**src/rtl/mem_arbiter_v1.sv**
```systemverilog
// Round-robin arbiter and sequencer sharing one single-ported memory unit
// between the instruction-fetch (IF) and load/store (LS) ports.
module mem_arbiter_v1 #(
    parameter int addr_width   = 10,
    parameter int data_width   = 32,
    parameter int read_latency = 1
) (
    input  logic                  clk,
    input  logic                  rst,

    input  logic                  if_req,
    input  logic [addr_width-1:0] if_addr,
    output logic                  if_ready,
    output logic                  if_rvalid,
    output logic [data_width-1:0] if_rdata,

    input  logic                  ls_req,
    input  logic                  ls_we,
    input  logic [addr_width-1:0] ls_addr,
    input  logic [data_width-1:0] ls_wdata,
    output logic                  ls_ready,
    output logic                  ls_rvalid,
    output logic [data_width-1:0] ls_rdata,

    output logic [addr_width-1:0] mem_addr,
    output logic [data_width-1:0] mem_data_in,
    output logic                  mem_write_enable,
    output logic                  mem_read_enable,
    input  logic [data_width-1:0] mem_data_out,

    output logic                  busy,
    output logic                  last_grant
);

    typedef enum logic [1:0] {
        IDLE,
        ACCESS,
        WAIT,
        RESP
    } state_t;

    state_t     state;
    logic [2:0] cnt;
    logic       owner_ls;
    logic       lat_we;
    logic       grant_if;
    logic       grant_ls;

    // On contention the port that did not win last time is favoured.
    always_comb begin
        grant_ls = 1'b0;
        grant_if = 1'b0;
        if (ls_req && (!if_req || !last_grant)) begin
            grant_ls = 1'b1;
        end else if (if_req) begin
            grant_if = 1'b1;
        end
    end

    assign if_ready = (state == IDLE) && grant_if;
    assign ls_ready = (state == IDLE) && grant_ls;

    always_ff @(posedge clk or posedge rst) begin
        if (rst) begin
            state            <= IDLE;
            busy             <= 1'b0;
            last_grant       <= 1'b1;
            owner_ls         <= 1'b0;
            lat_we           <= 1'b0;
            cnt              <= '0;
            mem_addr         <= '0;
            mem_data_in      <= '0;
            mem_write_enable <= 1'b0;
            mem_read_enable  <= 1'b0;
            if_rvalid        <= 1'b0;
            ls_rvalid        <= 1'b0;
            if_rdata         <= '0;
            ls_rdata         <= '0;
        end else begin
            mem_write_enable <= 1'b0;
            mem_read_enable  <= 1'b0;
            if_rvalid        <= 1'b0;
            ls_rvalid        <= 1'b0;

            case (state)
                IDLE: begin
                    if (grant_if || grant_ls) begin
                        // mem_addr/mem_data_in double as the latched request.
                        owner_ls         <= grant_ls;
                        last_grant       <= grant_ls;
                        lat_we           <= grant_ls && ls_we;
                        mem_addr         <= grant_ls ? ls_addr : if_addr;
                        if (grant_ls) begin
                            mem_data_in <= ls_wdata;
                        end
                        mem_write_enable <= grant_ls && ls_we;
                        mem_read_enable  <= !(grant_ls && ls_we);
                        busy             <= 1'b1;
                        state            <= ACCESS;
                    end
                end

                ACCESS: begin
                    if (lat_we) begin
                        busy  <= 1'b0;
                        state <= IDLE;
                    end else begin
                        cnt   <= 3'(read_latency);
                        state <= WAIT;
                    end
                end

                WAIT: begin
                    if (cnt == 3'd1) begin
                        if (owner_ls) begin
                            ls_rdata  <= mem_data_out;
                            ls_rvalid <= 1'b1;
                        end else begin
                            if_rdata  <= mem_data_out;
                            if_rvalid <= 1'b1;
                        end
                        state <= RESP;
                    end else begin
                        cnt <= cnt - 3'd1;
                    end
                end

                RESP: begin
                    busy  <= 1'b0;
                    state <= IDLE;
                end

                default: begin
                    busy  <= 1'b0;
                    state <= IDLE;
                end
            endcase
        end
    end

endmodule

```
**config.mk**
```make
export PLATFORM = sky130hd
export DESIGN_NAME = mem_arbiter_v1
export DESIGN_NICKNAME = d
export VERILOG_FILES = /design/src/rtl/mem_arbiter_v1.sv
export SDC_FILE = /design/constraint.sdc
export NUM_CORES = 1
export LEC_CHECK = 0
export BUFFER_PORTS_ARGS = -buffer_cell sky130_fd_sc_hd__buf_2
export CAP_MARGIN = 20
export CORE_MARGIN = 2
export CORE_UTILIZATION = 53
export CTS_BUF_LIST = sky130_fd_sc_hd__clkbuf_2 sky130_fd_sc_hd__clkbuf_4 sky130_fd_sc_hd__clkbuf_8
export CTS_CLUSTER_SIZE = 24
export DETAILED_ROUTE_END_ITERATION = 12
export PLACE_DENSITY = 0.88
export SETUP_SLACK_MARGIN = 0.3
export SLEW_MARGIN = 10
export SYNTH_ARGS = -nofsm -noshare
export SYNTH_HDL_FRONTEND = slang
export SYNTH_SLANG_ARGS = --single-unit
```
**constraint.sdc**
```tcl
create_clock -name clk -period 7.9 [get_ports clk]
set_clock_uncertainty 0.1 [all_clocks]
set_input_delay 0.79 -clock clk [delete_from_list [all_inputs] [get_ports clk]]
set_output_delay 0.79 -clock clk [all_outputs]
set_load 0.05 [all_outputs]
```
# Yosys cells after proc, flatten, opt, wreduce, memory -nomap -nowiden
# Index checks and enable logic that the tools add are counted.
[classes]
muxes = 24
magnitude_cmp = 0
n_bitwise = 1
n_div = 0
add_sub_neg = 1
n_mul = 0
shift = 0
n_reduce_logical = 19
eq_ne = 9
[ops]
columns = ["op", "n"]
rows = [
  ["$mux W1", 15],
  ["$reduce_and A3 Y1", 5],
  ["$mux W10", 1],
  ["$ne A2 B2 Y1 const B", 4],
  ["$pmux W2 S4", 1],
  ["$mux W2", 3],
  ["$mux W3", 2],
  ["$pmux W3 S2", 1],
  ["$eq A2 B2 Y1 const B", 2],
  ["$logic_and A1 B1 Y1", 4],
  ["$reduce_and A2 Y1", 2],
  ["$eq A3 B1 Y1 const B", 1],
  ["$logic_not A1 Y1", 3],
  ["$pmux W1 S3", 1],
  ["$reduce_bool A3 Y1", 1],
  ["$sub A3 B1 Y3 const B", 1],
  ["$eq A2 B1 Y1 const B", 1],
  ["$logic_not A2 Y1", 1],
  ["$logic_or A1 B1 Y1", 2],
  ["$ne A2 B1 Y1 const B", 1],
  ["$reduce_bool A2 Y1", 1],
  ["$not A1 Y1", 1],
]
[word_totals]
word_cells = 68
out_inout_bits = 114
ff_bits = 119
ramBits = 0
latchBits = 0
input_bits = 89
mem_bits_ro = 0
memories = 0

# Longest topological paths before layout
[logic_depth]
word_depth = 8
depth_mapped = 6
mapped_depth_nobuf = 5

# Least setup slack after synthesis
# OpenSTA, ideal clock, no wires.
[synth_path]
kind = "input to output"
startpoint = "input ls_req"
endpoint = "output if_ready"
path_slack_ps = 5175
path_stages = 3
path_buffers = 1
t_arrival_ps = 1835
t_required_ps = 7010
cell_sequence = "a21boi_0 clkbuf_1 nor2_1"
[synth_between]
elab_chain_len = 3
[synth_lines]
columns = ["element", "line", "text"]
rows = [
  ["from (decl)", "17", "input logic ls_req,"],
  ["$logic_and A1 B1 Y1", "53", "if (ls_req && (!if_req || !last_grant)) begin"],
  ["$mux W1", "53", ""],
  ["$logic_and A1 B1 Y1", "60", "assign if_ready = (state == IDLE) && grant_if;"],
  ["to (decl)", "13", "output logic if_ready,"],
]
# Every way passes these cells.

==> out/qor.yml <==
status:
  status: "finished clean"
drt:
  drc: 0
  wl_per_cell_microns: 16.6
  viasPerCell: 5.16
  vias: 3343
  drtIter0Drc: 94
  postRouteWirelength_microns: 10800
  ant_nets: 0
  first_pass_iters: 4
final_layout:
  layout_common_cells: "buf_2 (203), dfrtp_1 (118), mux2_2 (63)"
  syn_to_final_growth_pct: 30.9
  final_common_cell: "buf_2"
  nets: 618
  antenna_cells: 0
  drive_gt1_frac: 0.628
setup_path:
  max_stage_delay_ps: 730
  critPathKind: "reg2out"
  cpMostUsedCell: "nor2_1"
  start_kind: "flip-flop"
  crit_path_cell_trace: "nor2_1 -> nand2_1 -> nor2_1 -> buf_2"
  cp.arrival_ps: 2260
  cpMaxStageDelayCell: "nor2_1"
  cp.required_ps: 7010
  critPathMaxFanout: 16
  crit_family: "simple AND/OR/NAND/NOR gates"
  endpoint_kind: "output port"
  crit_buf_inv: 1
global_route:
  grt_overflow: 0
  grt_usage: 0.224
  antenna_found_initial: 0
  first_global_vias: 3516
  grt_pass1_wl_microns: 17300
  grt_max_degree: 65
floorplan:
  pin_count: 203
  std_cell_rows: 34
  die_w_microns: 99
  die-area_sq_mm: 0.00980
  fp.dieH_microns: 99
  core_sq_mm: 0.00872
  initial_core_util: 0.548
sta:
  fin_crit_sh: 0.399
  fmax_mhz: 318
  tns_ps: 0
  hold_viol_final: 0
  rsz0062_at_grt: "false"
  slew_headroom: 0.416
  setup_viol: 0
  finalCriticalPeriod_ps: 3150
  finalMaxSlewViolations: 0
  tightestPinTransition_ps: 873
synthesis:
  syn_inst: 318
  yosys.area.top_type_share: 0.617
  avgSynthCellArea_sq_um: 15.0
  synth_area_sq_mm: 0.00478
  synth_nets: 409
  ys_warn_count: 0
  synth-seq-cells: 119
  yosys-top-cells-area: "dfrtp_1 (62%), mux2_2 (15%), mux2_4 (9.1%)"
  synth.largest_area_cell: "dfrtp_1"
  ys_seq_area_frac: 0.623
  ys_types: 31
cts:
  holdBufCountCts: 0
  clk_latency_ps: 410
  cts_root_buffer: "clkbuf_8"
  clk_pin_slew_ps: 80
  cts_resized: 0
  cts_buffer_depth: 2
  post-cts-setup-buffers: 0
  clock-sinks: 119
  cts_tree: "done"
  htree_levels: 4
  cts_made_buffers: 17
place:
  detailed_place_hpwl_microns: 7690
  numPortBuffers: 202
  place_congestion: 0.840
hold_path:
  hold_path.class: "in2async"
run:
  maxCapViolations: 0
Yosys cell counts:
library cell and count:
nand3b_1 1, nor3_4 2, clkbuf_1 3, buf_4 7, or2_2 1, mux2_4 29, o21a_1 1, and2b_4 1
ha_1 2, nand2b_1 1, mux2_2 63, and3_1 2, inv_1 5, and2_1 1, nor2_1 5, a31oi_1 11
nand2b_4 1, buf_2 3, buf_6 3, a21bo_2 1, o21ai_0 5, nand3_1 2, nand4b_4 1, a21oi_1 15
a21o_1 2, dfrtp_1 118, a21boi_0 1, mux2_1 4, dfstp_2 1, a211oi_1 1, nand2_1 25
metal layers:
layer,vias to the layer above,track usage,part of all wire
li1,1539,-,-
met1,1639,0.271,0.39
met2,154,0.380,0.52
met3,11,0.0844,0.081
met4,0,0.0580,0.0094
met5,-,0,0
registers in the layout, indices dropped and copies added (netlist names), 3 cells and up, named ones only:
register     cells
cnt              3
ls_rdata        32
mem_data_in     32
if_rdata        32
mem_addr        10
final cells by class:
cell class | count | area [sq um]
flip-flops and latches | 119 | 2980
fillers | 577 | 2460
multi-input cells | 178 | 1670
repair buffers | 206 | 1040
clock buffers | 20 | 263
clock inverters | 12 | 153
well taps | 108 | 135
inverters | 5 | 21.3
logic make-up after synthesis:
family                   after synthesis  synth area share
AND/OR/NAND/NOR                       43            0.0505
multiplexers                          96             0.249
buffers and inverters                 21            0.0275
flip-flops                           119             0.623
AO/OA/AOI/OAI                         37            0.0453
adder cells (fa/ha/maj)                2           0.00523
stage by stage:
stage | util | hold slack (ps) | setup slack (ps) | instances | cell area, sq um
detailed placement | 0.670 | 383 | 5210 | 616 | 5850
finish | 0.718 | 371 | 4750 | 648 | 6260
floorplan | - | 391 | 3850 | 318 | 4780
global placement | 0.670 | 366 | 4790 | 615 | 5840
global route | 0.718 | 416 | 4600 | 648 | 6260
CTS | 0.718 | 385 | 4750 | 648 | 6260
path summary, 6_finish.rpt:
path / from / endpoint / slack (ps) / depth (start not counted)
worst max-delay path: flip-flop / if_ready / 4750 / 4
max in group asynchronous: rst / if_rdata[8] / 6080 / 3
worst min-delay path: rst / mem_data_in[5] / 370 / 2
worst min register to register: if_rdata[30] / if_rdata[30] / 400 / 1
min in group clk: if_rdata[30] / if_rdata[30] / 400 / 1
worst max register to register: cnt[1] / if_rdata[4] / 5420 / 6
Power is not shown: default switching activity piles up to over one toggle a cycle in this logic, so the estimate is an artifact.
